File: src/rtl/adpll_search_ctrl.sv
// ADPLL loop controller: binary search on COARSE, then FINE, then +/-1 phase tracking on FINE.
// Define SEARCH_RESTART_EN to re-acquire from scratch when FINE saturates during tracking.
module adpll_search_ctrl #(
  parameter int CW       = 3,
  parameter int FW       = 6,
  parameter int SETTLE   = 4,
  parameter int LOCK_CNT = 8
) (
  input  logic          REF_CLK,
  input  logic          RESET_,
  input  logic          flagU,
  input  logic          flagD,
  output logic [CW-1:0] COARSE,
  output logic [FW-1:0] FINE,
  output logic          freq_lock,
  output logic          phase_lock
);

  localparam int SW   = $clog2(SETTLE + 1);
  localparam int LW   = $clog2(LOCK_CNT + 1);
  localparam int MAXW = (CW > FW) ? CW : FW;
  localparam int BW   = $clog2(MAXW + 1);

  localparam logic [SW-1:0] SETTLE_LAST = SW'(SETTLE - 1);
  localparam logic [LW-1:0] LOCK_MAX    = LW'(LOCK_CNT);
  localparam logic [CW-1:0] C_ONE       = CW'(1);
  localparam logic [FW-1:0] F_ONE       = FW'(1);
  localparam logic [CW-1:0] C_TOP       = C_ONE << (CW - 1);
  localparam logic [FW-1:0] F_TOP       = F_ONE << (FW - 1);
  localparam logic [FW-1:0] F_MAX       = {FW{1'b1}};

  typedef enum logic [1:0] {IDLE, CSRCH, FSRCH, TRACK} state_t;

  state_t        state_q, state_d;
  logic [CW-1:0] coarse_q, coarse_d;
  logic [FW-1:0] fine_q, fine_d;
  logic [SW-1:0] settle_q, settle_d;
  logic [LW-1:0] lock_q, lock_d;
  logic [BW-1:0] bitIdx_q, bitIdx_d;
  logic          freqLock_q, freqLock_d;
  logic          phaseLock_q, phaseLock_d;
  logic [1:0]    uSync_q, dSync_q;

  logic          sample, uOnly, dOnly, sat;
  logic [CW-1:0] cTrial;
  logic [FW-1:0] fTrial;

  // PFD flags are asynchronous levels; the sync latency is absorbed by the settle window
  always_ff @(posedge REF_CLK or negedge RESET_) begin
    if (!RESET_) begin
      uSync_q <= '0;
      dSync_q <= '0;
    end else begin
      uSync_q <= {uSync_q[0], flagU};
      dSync_q <= {dSync_q[0], flagD};
    end
  end

  always_ff @(posedge REF_CLK or negedge RESET_) begin
    if (!RESET_) begin
      state_q     <= IDLE;
      coarse_q    <= '0;
      fine_q      <= '0;
      settle_q    <= '0;
      lock_q      <= '0;
      bitIdx_q    <= '0;
      freqLock_q  <= 1'b0;
      phaseLock_q <= 1'b0;
    end else begin
      state_q     <= state_d;
      coarse_q    <= coarse_d;
      fine_q      <= fine_d;
      settle_q    <= settle_d;
      lock_q      <= lock_d;
      bitIdx_q    <= bitIdx_d;
      freqLock_q  <= freqLock_d;
      phaseLock_q <= phaseLock_d;
    end
  end

  always_comb begin
    state_d     = state_q;
    coarse_d    = coarse_q;
    fine_d      = fine_q;
    settle_d    = settle_q;
    lock_d      = lock_q;
    bitIdx_d    = bitIdx_q;
    freqLock_d  = freqLock_q;
    phaseLock_d = phaseLock_q;
    sat         = 1'b0;
    sample      = (settle_q == '0);
    uOnly       = uSync_q[1] & ~dSync_q[1];
    dOnly       = dSync_q[1] & ~uSync_q[1];
    cTrial      = C_ONE << bitIdx_q;
    fTrial      = F_ONE << bitIdx_q;

    if (state_q != IDLE) begin
      settle_d = sample ? SETTLE_LAST : settle_q - SW'(1);
    end

    case (state_q)
      IDLE: begin
        coarse_d = C_TOP;
        fine_d   = '0;
        bitIdx_d = BW'(CW - 1);
        settle_d = SETTLE_LAST;
        state_d  = CSRCH;
      end
      CSRCH: if (sample) begin
        // A tie or no decision keeps the trial bit set
        if (dOnly) coarse_d = coarse_q & ~cTrial;
        if (bitIdx_q == '0) begin
          fine_d   = F_TOP;
          bitIdx_d = BW'(FW - 1);
          state_d  = FSRCH;
        end else begin
          coarse_d = coarse_d | (cTrial >> 1);
          bitIdx_d = bitIdx_q - BW'(1);
        end
      end
      FSRCH: if (sample) begin
        if (dOnly) fine_d = fine_q & ~fTrial;
        if (bitIdx_q == '0) begin
          freqLock_d = 1'b1;
          lock_d     = '0;
          state_d    = TRACK;
        end else begin
          fine_d   = fine_d | (fTrial >> 1);
          bitIdx_d = bitIdx_q - BW'(1);
        end
      end
      TRACK: if (sample) begin
        if (uOnly) begin
          if (fine_q == F_MAX) sat = 1'b1;
          else fine_d = fine_q + F_ONE;
          lock_d      = '0;
          phaseLock_d = 1'b0;
        end else if (dOnly) begin
          if (fine_q == '0) sat = 1'b1;
          else fine_d = fine_q - F_ONE;
          lock_d      = '0;
          phaseLock_d = 1'b0;
        end else begin
          if (lock_q != LOCK_MAX) lock_d = lock_q + LW'(1);
          if (lock_d == LOCK_MAX) phaseLock_d = 1'b1;
        end
`ifdef SEARCH_RESTART_EN
        if (sat) begin
          coarse_d   = C_TOP;
          fine_d     = '0;
          bitIdx_d   = BW'(CW - 1);
          freqLock_d = 1'b0;
          state_d    = CSRCH;
        end
`else
        // FINE is already held at the rail; only the lock bookkeeping is affected
        if (sat) begin
          lock_d      = '0;
          phaseLock_d = 1'b0;
        end
`endif
      end
      default: state_d = IDLE;
    endcase
  end

  assign COARSE     = coarse_q;
  assign FINE       = fine_q;
  assign freq_lock  = freqLock_q;
  assign phase_lock = phaseLock_q;

endmodule

File: config.mk
export PLATFORM = sky130hd
export DESIGN_NAME = adpll_search_ctrl
export DESIGN_NICKNAME = d
export VERILOG_FILES = /design/src/rtl/adpll_search_ctrl.sv
export SDC_FILE = /design/constraint.sdc
export NUM_CORES = 1
export LEC_CHECK = 0
export CORE_ASPECT_RATIO = 0.6
export CORE_MARGIN = 10
export CORE_UTILIZATION = 60
export DETAILED_ROUTE_END_ITERATION = 10
export DONT_BUFFER_PORTS = 1
export PLACE_DENSITY = 0.76
export SYNTH_ARGS = -nofsm -noshare
export SYNTH_HDL_FRONTEND = slang
export SYNTH_SLANG_ARGS = --single-unit
File: constraint.sdc
create_clock -name REF_CLK -period 5.1 [get_ports REF_CLK]
set_input_delay 1.02 -clock REF_CLK [delete_from_list [all_inputs] [get_ports REF_CLK]]
set_output_delay 1.02 -clock REF_CLK [all_outputs]
set_load 0.02 [all_outputs]
==> results of run 1 <==
-- cell usage in the layout (no fill, tap or decap), types with 4 or more instances in the layout --
master                      n
sky130_fd_sc_hd__dfrtp_1   27
sky130_fd_sc_hd__a31oi_1    6
sky130_fd_sc_hd__o21ai_0   17
sky130_fd_sc_hd__ha_1      22
sky130_fd_sc_hd__nand3_1    9
sky130_fd_sc_hd__nand2_1   21
sky130_fd_sc_hd__a21oi_1   16
sky130_fd_sc_hd__nor3_1     4
sky130_fd_sc_hd__inv_1     19
sky130_fd_sc_hd__nor2_1    12
sky130_fd_sc_hd__nand2b_1   4
-- registers in the layout (all words and copies together) (netlist names) --
register    flops
COARSE          3
FINE            6
bitIdx_q        3
dSync_q         2
freq_lock       1
lock_q          4
phase_lock      1
settle_q        3
state_q         2
uSync_q         2
-- final cells by class --
cell class / instances / share of cell area
Clock buffer: 4 / 0.0231
Inverter: 19 / 0.0366
Multi-Input combinational cell: 156 / 0.566
Sequential cell: 27 / 0.347
Tap cell: 42 / 0.0270
-- worst max-delay path, stage by stage (launching register included) --
cell                       delay, ns
sky130_fd_sc_hd__dfrtp_1        0.40
sky130_fd_sc_hd__inv_1          0.06
sky130_fd_sc_hd__ha_1           0.29
sky130_fd_sc_hd__inv_1          0.19
sky130_fd_sc_hd__or4_4          0.53
sky130_fd_sc_hd__o221ai_2       0.47
sky130_fd_sc_hd__mux2_2         0.39
-- power breakdown --
| part | internal [mW] | switching (mW) | leakage, nW |
|---|---|---|---|
| Sequential | 0.238 | 0.0795 | 0.318 |
| Combinational | 0.0944 | 0.105 | 0.542 |
| Clock | 0.0561 | 0.0656 | 0.0228 |
| Total | 0.388 | 0.251 | 0.883 |
-- metal layers --
metal / up-vias / track usage / wire length, um
met5: - / 0 / 0
met4: 0 / 0.0460 / 47
met3: 4 / 0.0437 / 327
met2: 66 / 0.213 / 1880
met1: 770 / 0.213 / 2030
li1: 736 / - / -
-- kinds of logic after synthesis --
kind of cell               after synthesis  synth area share
muxes                                    6            0.0339
AOI/OAI and AO/OA                       59             0.208
xor gates and xnor gates                 5            0.0232
DFF                                     27             0.359
adders and majority gates               23             0.157
and+or+nand+nor                         63             0.164
buffers and inverters                   25            0.0558
-- how the worst max path moves through the flow --
| stage | from | endpoint |
|---|---|---|
| after floorplan | dSync_q[1] | FINE[5] |
| after CTS | dSync_q[1] | FINE[3] |
| after global routing | dSync_q[1] | FINE[3] |
| after global placement | dSync_q[1] | FINE[3] |
| final | dSync_q[1] | FINE[3] |
| after detailed placement | dSync_q[1] | FINE[3] |
-- per-stage QoR --
| step | power (mW) | std cells | hold slack, ns | setup WS, ns | cell area [um^2] |
|---|---|---|---|---|---|
| detailed placement | 0.514 | 244 | 0.385 | 2.70 | 1900 |
| floorplan | 0.458 | 208 | 0.331 | 3.08 | 1880 |
| CTS | 0.638 | 248 | 0.408 | 2.69 | 1950 |
| finish | 0.639 | 248 | 0.396 | 2.65 | 1950 |
| global placement | 0.504 | 244 | 0.393 | 2.81 | 1900 |
| global route | 0.682 | 248 | 0.407 | 2.54 | 1950 |
==> implementation parameters, run 1 <==
Parameter                              Value

Outcome
  Status    finished, final reports clean

Synthesis
  Synth area leaders    sky130_fd_sc_hd__dfrtp_1 36%, sky130_fd_sc_hd__ha_1 15%, sky130_fd_sc_hd__o21ai_0 4.5%
  Post-synth top area share    0.359
  Unique cell type count in the Yosys netlist    45
  Post-Synthesis Mean Instance Area    about 9 um^2
  Most common library cells after synthesis    27 x sky130_fd_sc_hd__dfrtp_1, 22 x sky130_fd_sc_hd__ha_1, 21 x sky130_fd_sc_hd__nand2_1
  Number of synthesized register bits    27
  Async SR Flop Fraction    1.00
  Predominant post-synthesis flop cell    sky130_fd_sc_hd__dfrtp_1
  Number of enable flip-flop cells after synthesis    0
  Gate Count Post-Synth    between 200 and 250
  Post-synth top area cell    sky130_fd_sc_hd__dfrtp_1
  Syn nets    235
  Post-synthesis sequential area ratio    0.359
  Synthesis Warnings    0
  Most common cell in the synthesized netlist    sky130_fd_sc_hd__dfrtp_1
  Mapped Area    1880 um^2

Worst hold path
  Hold Crit Endpoint    uSync_q[1]
  Worst hold stages    0
  Hold Crit Start    uSync_q[0]
  Class of the tightest hold or removal check    reg -> reg

Clock tree
  Post-CTS Hold Buffers    0
  Clk_lat worst skew    ~0.27 ns
  Max Buffers Root-to-Sink    2
  CTS root buf    sky130_fd_sc_hd__clkbuf_8
  Number of buffers inserted to repair setup after CTS    0
  Clock transition at the registers of the reported paths    roughly 0.090 ns
  Clk sinks    27
  Inserted Clock Buffers    3
  CTS H-tree depth    1
  Clock tree from TritonCTS    yes
  Post-cts resize count    0

STA
  Final worst path period share    0.480
  Final period demand of the worst path    2.45 ns
  RSZ-0062 raised after global routing    no
  Maximum clock frequency    409 MHz
  Final max-slew violation count    0
  Number of endpoints failing setup at the final stage    0
  Final clock skew    0.00472 ns
  Slew at the pin closest to its max-slew limit    0.601 ns
  Hold Fails Final Rpt    0
  Worst rel slew slack    0.599
  Post-route setup TNS    0 ns

Pwr
  P per Cell Area    roughly 330 nW/um^2
  Static Leakage    0.883 nW
  Max rail drop VDD    207 uV

Finish
  Layout Nets    between 200 and 250
  Share of cells above drive strength 1    0.0583
  Register cell area after layout    676 um^2
  Area of combinational cells with multiple inputs    1100 um^2
  Post-Route Utilization    0.661
  Growth of design area from synthesis to finish    3.39%
  Number of antenna cells inserted    0
  Count of filler cells inserted in the layout    around 240

Critical path
  CP required    5.26 ns
  Type of the worst setup path    reg -> reg
  FF-to-FF Start    dSync_q[1]
  Register-to-register setup slack    2.65 ns
  Crit path DAT    2.61 ns
  Length in cells of the worst reg-to-reg path    6
  Startpoint type of the worst setup path    register
  CP Capture Type    register
  R2R Path End    FINE[3]
  Crit-path max FO    11

Run
  Count of max-cap constraint violations    0

Global route
  Wire length of the first global-routing pass    7.26 mm
  Gr usage total    0.151
  Gr ovfl total    0
  Largest net degree at the start of global routing    28
  Antenna violations before repair    0
  Number of global-route vias before repair    1463

Route
  Drt via density    6.35
  Number of vias after detailed routing    ~1600
  Total Routed Length    approximately 4.3 mm
  Drt pass-1 iters    4
  DRC violations left    0
  Wire per inst    17.3 um
  Post-route ant nets    0
  First-iteration detailed-routing DRC count    roughly 150

Die
  Y dimension of the die    63.4 um
  Io pins    15
  Initial core utilization    0.639
  Floorplan core area    about 2900 um^2
  Die width    92.3 um
  Area of the die    5860 um^2
  Row count    15

Place
  Routability congestion estimate from global placement    ~0.89
  Post-detailed-placement half-perimeter wirelength    about 3.2 mm
  Port-buffer cells    0
Note: power is estimated with default switching activity, not from simulation.
==> run 2, diff against run 1 <==
--- a/config.mk
+++ b/config.mk
@@ -7,10 +7,10 @@
 export LEC_CHECK = 0
 export CORE_ASPECT_RATIO = 0.6
 export CORE_MARGIN = 10
-export CORE_UTILIZATION = 60
+export CORE_UTILIZATION = 57
 export DETAILED_ROUTE_END_ITERATION = 10
 export DONT_BUFFER_PORTS = 1
-export PLACE_DENSITY = 0.76
+export PLACE_DENSITY = 0.75
 export SYNTH_ARGS = -nofsm -noshare
 export SYNTH_HDL_FRONTEND = slang
 export SYNTH_SLANG_ARGS = --single-unit
==> constraint.sdc (replaced) <==
create_clock -name REF_CLK -period 2 [get_ports REF_CLK]
set_input_delay 0.4 -clock REF_CLK [delete_from_list [all_inputs] [get_ports REF_CLK]]
set_output_delay 0.4 -clock REF_CLK [all_outputs]
set_load 0.02 [all_outputs]
==> run 2 against run 1 <==
  * The run now ends with negative setup slack left
  * Total power grew to 2.9 times the previous value
  * Sequential power rose by 120%
  * Final cell count is 8.9% higher
  * Global-route usage rose by 0.51 points
  * Cell area is 16% higher
  * Count of clock-buffer cells in the layout shrank 1
  * Sequential share of layout area is 4.6 points lower
  * Routed wire length is 9.0% higher
  * Via count grew 4.0%
  * Clock skew grew 0.0014 ns
  * Clock power grew to 2.6 times the previous value
  * Die area is 3.8% higher
  * Critical path type unchanged
  * Critical endpoint is now FINE[5]
==> implementation parameters, run 2 (same netlist as run 1, synthesis figures left out) <==
Parameter                              Value

Outcome
  Status    finished, violations left (was finished, final reports clean)
  Violations in the final reports    negative setup slack

Finish
  Max reg flops    6 (unchanged)
  Count of filler cells inserted in the layout    236 (was 239)
  Layout Nets    253 (was 234)
  Highest-count cells in the layout ignoring fill and taps    25 x sky130_fd_sc_hd__dfrtp_1, 20 x sky130_fd_sc_hd__nand2_1, 16 x sky130_fd_sc_hd__inv_1, 16 x sky130_fd_sc_hd__buf_4 (was 27 x sky130_fd_sc_hd__dfrtp_1, 22 x sky130_fd_sc_hd__ha_1, 21 x sky130_fd_sc_hd__nand2_1, 19 x sky130_fd_sc_hd__inv_1, 17 x sky130_fd_sc_hd__o21ai_0)
  Leading cell type in the layout, fill and taps excluded    sky130_fd_sc_hd__dfrtp_1 (unchanged)
  Growth of design area from synthesis to finish    19.6% (was 3.39%)
  Number of antenna cells inserted    0 (unchanged)
  Share of cells above drive strength 1    0.244 (was 0.0583)

Critical path
  Worst path max stage delay    0.44 ns (was 0.53 ns)
  Length in cells of the worst reg-to-reg path    8 (was 6)
  Crit path DAT    2.18 ns (was 2.61 ns)
  CP required    2.16 ns (was 5.26 ns)
  Cell family with most CP delay    compound AO/OA/AOI/OAI gates (was simple AND/OR/NAND/NOR gates)
  Cell Chain, Critical Path    inv_2 > ha_4 > or3b_4 > a22oi_2 > o221ai_2 > buf_6 > a221oi_4 > a2bb2oi_2 (was inv_1 > ha_1 > inv_1 > or4_4 > o221ai_2 > mux2_2)
  CP Capture Type    register (unchanged)
  Crit-path max FO    4 (was 11)
  Type of the worst setup path    reg -> reg (unchanged)
  Register-to-register setup slack    -0.02 ns (was 2.65 ns)
  Startpoint type of the worst setup path    register (unchanged)
  R2R Path End    FINE[5] (was FINE[3])
  FF-to-FF Start    uSync_q[1] (was dSync_q[1])
  Cell with the biggest individual delay on the critical path    sky130_fd_sc_hd__dfrtp_1 (was sky130_fd_sc_hd__or4_4)
  WP buf/inv    2 (unchanged)

Route
  First-iteration detailed-routing DRC count    162 (was 151)
  Drt via density    6.07 (was 6.35)
  DRC violations left    0 (unchanged)
  Total Routed Length    4.68 mm (was 4.29 mm)
  Drt pass-1 iters    4 (unchanged)
  Post-route ant nets    0 (unchanged)
  Number of vias after detailed routing    1639 (was 1576)
  Wire per inst    17.3 um (about the same)

Pwr
  Portion of total power attributed to combinational logic    0.445 (was 0.313)
  Fraction of power spent switching nets    0.386 (was 0.392)
  Switching power summed over all nets    0.712 mW (was 0.251 mW)
  P per Cell Area    819 nW/um^2 (was 328 nW/um^2)
  Overall power consumption    1.85 mW (was 0.639 mW)
  Max rail drop VDD    501 uV (was 207 uV)
  Static Leakage    0.992 nW (was 0.883 nW)
  Clock network fraction of design power    0.172 (was 0.191)
  Power share of the sequential group    0.383 (was 0.497)
  Internal portion of total power    1.13 mW (was 0.388 mW)

Clock tree
  Clk_lat worst skew    0.27 ns (about the same)
  CTS root buf    sky130_fd_sc_hd__clkbuf_8 (unchanged)
  CTS H-tree depth    1 (unchanged)
  Max Buffers Root-to-Sink    2 (unchanged)
  Clk sinks    27 (unchanged)
  Inserted Clock Buffers    3 (unchanged)
  Clock transition at the registers of the reported paths    0.10 ns (was 0.09 ns)
  Clock tree from TritonCTS    yes (unchanged)

Die
  Floorplan core area    3220 um^2 (was 2950 um^2)
  Initial core utilization    0.585 (was 0.639)
  Row count    16 (was 15)
  Die width    94.2 um (was 92.3 um)
  Area of the die    6080 um^2 (was 5860 um^2)
  Io pins    15 (unchanged)
  Y dimension of the die    64.5 um (was 63.4 um)

STA
  Final max-slew violation count    0 (unchanged)
  Final clock skew    0.00617 ns (was 0.00472 ns)
  Maximum clock frequency    495 MHz (was 409 MHz)
  Number of endpoints failing setup at the final stage    2 (was 0)
  Final period demand of the worst path    2.02 ns (was 2.45 ns)
  RSZ-0062 raised after global routing    yes (was no)
  Hold Fails Final Rpt    0 (unchanged)
  Least setup slack across all paths after layout    -0.0197 ns (was 2.65 ns)
  Post-route setup TNS    -0.0275 ns (was 0 ns)
  Final worst path period share    1.01 (was 0.480)
  Slew at the pin closest to its max-slew limit    0.602 ns (was 0.601 ns)
  Worst rel slew slack    0.595 (was 0.599)

Global route
  Antenna violations before repair    0 (unchanged)
  Number of global-route vias before repair    1619 (was 1463)
  Gr usage total    0.156 (was 0.151)
  Gr ovfl total    0 (unchanged)
  Largest net degree at the start of global routing    28 (unchanged)
  Wire length of the first global-routing pass    7.80 mm (was 7.26 mm)

Place
  Port-buffer cells    0 (unchanged)
  Routability congestion estimate from global placement    0.854 (was 0.886)
  Post-detailed-placement half-perimeter wirelength    3.49 mm (was 3.24 mm)

Worst hold path
  Worst hold stages    0 (unchanged)
  Hold Crit Endpoint    uSync_q[0] (was uSync_q[1])
  Class of the tightest hold or removal check    in -> reg (was reg -> reg)
  Hold Crit Start    flagU (was uSync_q[0])

Run
  Count of max-cap constraint violations    0 (unchanged)
-- run 2: changes by cell type in the layout (fill, tap and decap cells not counted), moves of 2 or more --
cell,previous run,this run
sky130_fd_sc_hd__a21oi_1,16,12
sky130_fd_sc_hd__ha_4,0,5
sky130_fd_sc_hd__o21ai_0,17,15
sky130_fd_sc_hd__dfrtp_1,27,25
sky130_fd_sc_hd__dfrtp_2,0,2
sky130_fd_sc_hd__a21oi_2,0,4
sky130_fd_sc_hd__buf_4,0,16
sky130_fd_sc_hd__inv_2,0,3
sky130_fd_sc_hd__ha_1,22,15
sky130_fd_sc_hd__inv_1,19,16
sky130_fd_sc_hd__ha_2,0,2
-- run 2: layout make-up --
| type | count | area (um^2) | area share |
|---|---|---|---|
| multi-input combinational | 156 | 1240 | 0.549 |
| tap | 45 | 56.3 | 0.0250 |
| sequential | 27 | 678 | 0.301 |
| clock inverter | 1 | 7.51 | 0.00333 |
| clock buffer | 3 | 41.3 | 0.0183 |
| timing repair buffer | 19 | 161 | 0.0716 |
| inverter | 19 | 71.3 | 0.0316 |
-- run 2: power by group through the flow --
stage	combinational [mW]	sequential, mW	clock, mW
6_report	0.821	0.707	0.318
5_1_grt	0.902	0.716	0.347
4_1_cts	0.745	0.703	0.325
3_5_place_dp	0.690	0.708	0
3_3_place_gp	0.661	0.706	0
2_1_floorplan	0.399	0.769	0
-- run 2: repair_timing --
item                       in CTS  in global routing
resized for setup               8                 22
hold buffers                    2                  0
buffers inserted                0                  0
hold endpoints to repair       27                  0
setup endpoints to repair       3                 13
pin swaps                       5                  7
-- run 2: worst max path at each step --
stage / start / end / slack (ns) / cells past startpoint
floorplan: dSync_q[1] / FINE[5] / 0.03 / 9
global placement: uSync_q[1] / FINE[5] / -0.04 / 8
detailed placement: uSync_q[1] / FINE[0] / -0.11 / 7
CTS: uSync_q[1] / FINE[5] / -0.02 / 8
global route: uSync_q[1] / FINE[0] / -0.06 / 8
finish: uSync_q[1] / FINE[5] / -0.02 / 8
-- run 2: worst reg2reg max path, delay by kind of cell (launching register included) --
kind	cells	cell delay [ns]
buffers and inverters	2	0.25
flip-flops	1	0.44
AO/OA/AOI/OAI	4	0.65
AND/OR/NAND/NOR	1	0.37
adder cells (fa/ha/maj)	1	0.19
-- run 2: routing by layer --
layer / share of wire / track usage
met2: 0.47 / 0.251
met1: 0.44 / 0.206
met3: 0.080 / 0.0391
met4: 0.0049 / 0.0340
met5: 0 / 0
-- run 2: per-stage QoR --
stage | util | worst slack (ns) | std cells | hold WS [ns] | area [um^2]
final | 0.699 | -0.0197 | 270 | 0.142 | 2250
after global routing | 0.699 | -0.0620 | 270 | 0.119 | 2250
after CTS | 0.672 | -0.0175 | 270 | 0.135 | 2170
after detailed placement | 0.632 | -0.113 | 264 | 0.105 | 2040
after global placement | 0.632 | -0.0354 | 264 | 0.105 | 2040
after floorplan | - | 0.0269 | 208 | 0.104 | 1890
==> run 3, diff against run 2 <==
--- a/config.mk
+++ b/config.mk
@@ -5,12 +5,13 @@
 export SDC_FILE = /design/constraint.sdc
 export NUM_CORES = 1
 export LEC_CHECK = 0
+export ABC_CLOCK_PERIOD_IN_PS = 2600
 export CORE_ASPECT_RATIO = 0.6
 export CORE_MARGIN = 10
-export CORE_UTILIZATION = 57
+export CORE_UTILIZATION = 60
 export DETAILED_ROUTE_END_ITERATION = 10
 export DONT_BUFFER_PORTS = 1
-export PLACE_DENSITY = 0.75
+export PLACE_DENSITY = 0.76
 export SYNTH_ARGS = -nofsm -noshare
 export SYNTH_HDL_FRONTEND = slang
 export SYNTH_SLANG_ARGS = --single-unit
==> constraint.sdc (replaced) <==
create_clock -name REF_CLK -period 2.6 [get_ports REF_CLK]
set_input_delay 0.52 -clock REF_CLK [delete_from_list [all_inputs] [get_ports REF_CLK]]
set_output_delay 0.52 -clock REF_CLK [all_outputs]
set_load 0.02 [all_outputs]
==> run 3 against run 2 <==
  * The run now ends clean
  * Critical path depth decreased by 2
  * Via count decreased by 6.0%
  * Combinational power decreased by 47%
  * Sequential power decreased by 16%
  * Largest power group is now sequential cells
  * Maximum frequency decreased by 11%
  * Core utilization decreased by 2.1 points
  * Sequential share of layout area increased by 3.7 points
==> implementation parameters, run 3 (same netlist as run 1, synthesis figures left out) <==
Parameter                              Value

Outcome
  Status    finished, final reports clean (was finished, violations left)

Worst hold path
  Class of the tightest hold or removal check    in -> async (was in -> reg)

Die
  Area of the die    5860 um^2 (was 6080 um^2)
  Die width    92.3 um (was 94.2 um)
  Row count    15 (was 16)
  Io pins    15 (unchanged)
  Y dimension of the die    63.4 um (was 64.5 um)
  Initial core utilization    0.639 (was 0.585)
  Floorplan core area    2950 um^2 (was 3220 um^2)

Clock tree
  CTS root buf    sky130_fd_sc_hd__clkbuf_8 (unchanged)
  Inserted Clock Buffers    3 (unchanged)
  Post-cts resize count    0 (was 8)
  Max Buffers Root-to-Sink    2 (unchanged)
  Clk_lat worst skew    0.28 ns (was 0.27 ns)
  Clk sinks    27 (unchanged)
  CTS H-tree depth    1 (unchanged)
  Clock tree from TritonCTS    yes (unchanged)
  Clock transition at the registers of the reported paths    0.10 ns (about the same)

STA
  Slew at the pin closest to its max-slew limit    0.497 ns (was 0.602 ns)
  Post-route setup TNS    0 ns (was -0.0275 ns)
  Number of endpoints failing setup at the final stage    0 (was 2)
  Final max-slew violation count    0 (unchanged)
  Worst rel slew slack    0.666 (was 0.595)
  Hold Fails Final Rpt    0 (unchanged)
  RSZ-0062 raised after global routing    no (was yes)
  Final clock skew    0.00772 ns (was 0.00617 ns)
  Final period demand of the worst path    2.28 ns (was 2.02 ns)
  Worst Hold Slack    0.0445 ns (was 0.142 ns)
  Maximum clock frequency    439 MHz (was 495 MHz)
  Final worst path period share    0.876 (was 1.01)
  Least setup slack across all paths after layout    0.322 ns (was -0.0197 ns)

Place
  Port-buffer cells    0 (unchanged)
  Routability congestion estimate from global placement    0.896 (was 0.854)
  Placement Setup Slack    0.352 ns (was -0.113 ns)
  Post-detailed-placement half-perimeter wirelength    3.40 mm (was 3.49 mm)

Critical path
  Critical path depth    6 (was 8)
  Cell with the biggest individual delay on the critical path    sky130_fd_sc_hd__or4_4 (was sky130_fd_sc_hd__dfrtp_1)
  FF-to-FF Start    dSync_q[1] (was uSync_q[1])
  CP required    2.77 ns (was 2.16 ns)
  Cell Chain, Critical Path    inv_1 > ha_1 > inv_1 > or4_4 > o221ai_2 > mux2_2 (was inv_2 > ha_4 > or3b_4 > a22oi_2 > o221ai_2 > buf_6 > a221oi_4 > a2bb2oi_2)
  Register-to-register setup slack    0.32 ns (was -0.02 ns)
  Worst setup path endpoint    FINE[3] (was FINE[5])
  Crit-path max FO    6 (was 4)
  Dominant cell type by count on the critical path    sky130_fd_sc_hd__inv_1
  CP Capture Type    register (unchanged)
  Length in cells of the worst reg-to-reg path    6 (was 8)
  Start point of the critical path    dSync_q[1] (was uSync_q[1])
  Type of the worst setup path    reg -> reg (unchanged)
  Worst path max stage delay    0.52 ns (was 0.44 ns)
  Crit path DAT    2.45 ns (was 2.18 ns)
  WP buf/inv    2 (unchanged)
  Startpoint type of the worst setup path    register (unchanged)
  Cell family with most CP delay    simple AND/OR/NAND/NOR gates (was compound AO/OA/AOI/OAI gates)
  R2R Path End    FINE[3] (was FINE[5])

Finish
  Max reg flops    6 (unchanged)
  Leading cell type in the layout, fill and taps excluded    sky130_fd_sc_hd__dfrtp_1 (unchanged)
  Share of cells above drive strength 1    0.0853 (was 0.244)
  Layout Nets    239 (was 253)
  Growth of design area from synthesis to finish    6.11% (was 19.6%)
  Number of antenna cells inserted    0 (unchanged)
  Area of combinational cells with multiple inputs    1100 um^2 (was 1240 um^2)
  Post-Route Utilization    0.679 (was 0.699)
  Register cell area after layout    676 um^2 (was 678 um^2)
  Highest-count cells in the layout ignoring fill and taps    27 x sky130_fd_sc_hd__dfrtp_1, 22 x sky130_fd_sc_hd__ha_1, 21 x sky130_fd_sc_hd__nand2_1, 19 x sky130_fd_sc_hd__inv_1, 17 x sky130_fd_sc_hd__o21ai_0 (was 25 x sky130_fd_sc_hd__dfrtp_1, 20 x sky130_fd_sc_hd__nand2_1, 16 x sky130_fd_sc_hd__inv_1, 16 x sky130_fd_sc_hd__buf_4)
  Count of filler cells inserted in the layout    241 (was 236)

Route
  First-iteration detailed-routing DRC count    128 (was 162)
  Post-route ant nets    0 (unchanged)
  Wire per inst    17.3 um (about the same)
  Total Routed Length    4.37 mm (was 4.68 mm)
  Drt pass-1 iters    4 (unchanged)
  Drt via density    6.09 (was 6.07)
  DRC violations left    0 (unchanged)
  Number of vias after detailed routing    1541 (was 1639)

Global route
  Wire length of the first global-routing pass    7.11 mm (was 7.80 mm)
  Gr ovfl total    0 (unchanged)
  Gr usage total    0.148 (was 0.156)
  Number of global-route vias before repair    1484 (was 1619)
  Largest net degree at the start of global routing    28 (unchanged)
  Antenna violations before repair    0 (unchanged)

Pwr
  Switching power summed over all nets    0.504 mW (was 0.712 mW)
  P per Cell Area    639 nW/um^2 (was 819 nW/um^2)
  Static Leakage    0.915 nW (was 0.992 nW)
  Internal portion of total power    0.773 mW (was 1.13 mW)
  Overall power consumption    1.28 mW (was 1.85 mW)
  Max rail drop VDD    430 uV (was 501 uV)
  Fraction of power spent switching nets    0.395 (was 0.386)
  Power share of the sequential group    0.463 (was 0.383)
  Portion of total power attributed to combinational logic    0.344 (was 0.445)
  Clock network fraction of design power    0.193 (was 0.172)

Run
  Count of max-cap constraint violations    0 (unchanged)
==> run 3: worst min path at each step <==
stage	from	endpoint	slack (ns)	depth (start not counted)
after floorplan	RESET_	COARSE[0]	0.22	0
after global placement	RESET_	state_q[0]	0.23	0
after detailed placement	RESET_	state_q[0]	0.23	0
after CTS	RESET_	state_q[0]	0.05	1
after global routing	RESET_	FINE[4]	0.04	1
final	RESET_	FINE[5]	0.04	1
==> run 3: power by group through the flow <==
stage               Clock, mW  Combinational [mW]  Sequential, mW
floorplan                   0               0.306           0.592
detailed placement          0               0.423           0.601
finish                  0.247               0.439           0.591
global placement            0               0.400           0.596
global route            0.269               0.491           0.601
CTS                     0.252               0.438           0.593
==> run 3: repair_timing <==
item	CTS	global route
endpoints found under the hold margin	27	0
hold buffers	1	0
setup buffers	0	0
==> run 3: metal layers <==
layer / part of all wire / GRT usage / routed length (um)
met5: 0 / 0 / 0
met3: 0.086 / 0.0508 / 377
met1: 0.46 / 0.197 / 2030
met4: 0.0059 / 0.0287 / 26
met2: 0.44 / 0.225 / 1940
==> run 3: cell type report <==
type | count | share of cell area
Clock buffer | 3 | 0.0207
Clock inverter | 1 | 0.00250
Inverter | 19 | 0.0357
Multi-Input combinational cell | 156 | 0.552
Sequential cell | 27 | 0.338
Tap cell | 42 | 0.0263
Timing Repair Buffer | 5 | 0.0250
==> run 3: worst register-to-register path, cell delays in order (launching register included) <==
cell and delay [ns]:
sky130_fd_sc_hd__dfrtp_1 0.40, sky130_fd_sc_hd__inv_1 0.06, sky130_fd_sc_hd__ha_1 0.28, sky130_fd_sc_hd__inv_1 0.18, sky130_fd_sc_hd__or4_4 0.52, sky130_fd_sc_hd__o221ai_2 0.35
sky130_fd_sc_hd__mux2_2 0.38
==> run 3: stage by stage <==
| stage | instance area, um^2 | cells |
|---|---|---|
| 2_1_floorplan | 1880 | 208 |
| 3_3_place_gp | 1930 | 248 |
| 3_5_place_dp | 1930 | 248 |
| 4_1_cts | 2000 | 253 |
| 5_1_grt | 2000 | 253 |
| 6_report | 2000 | 253 |
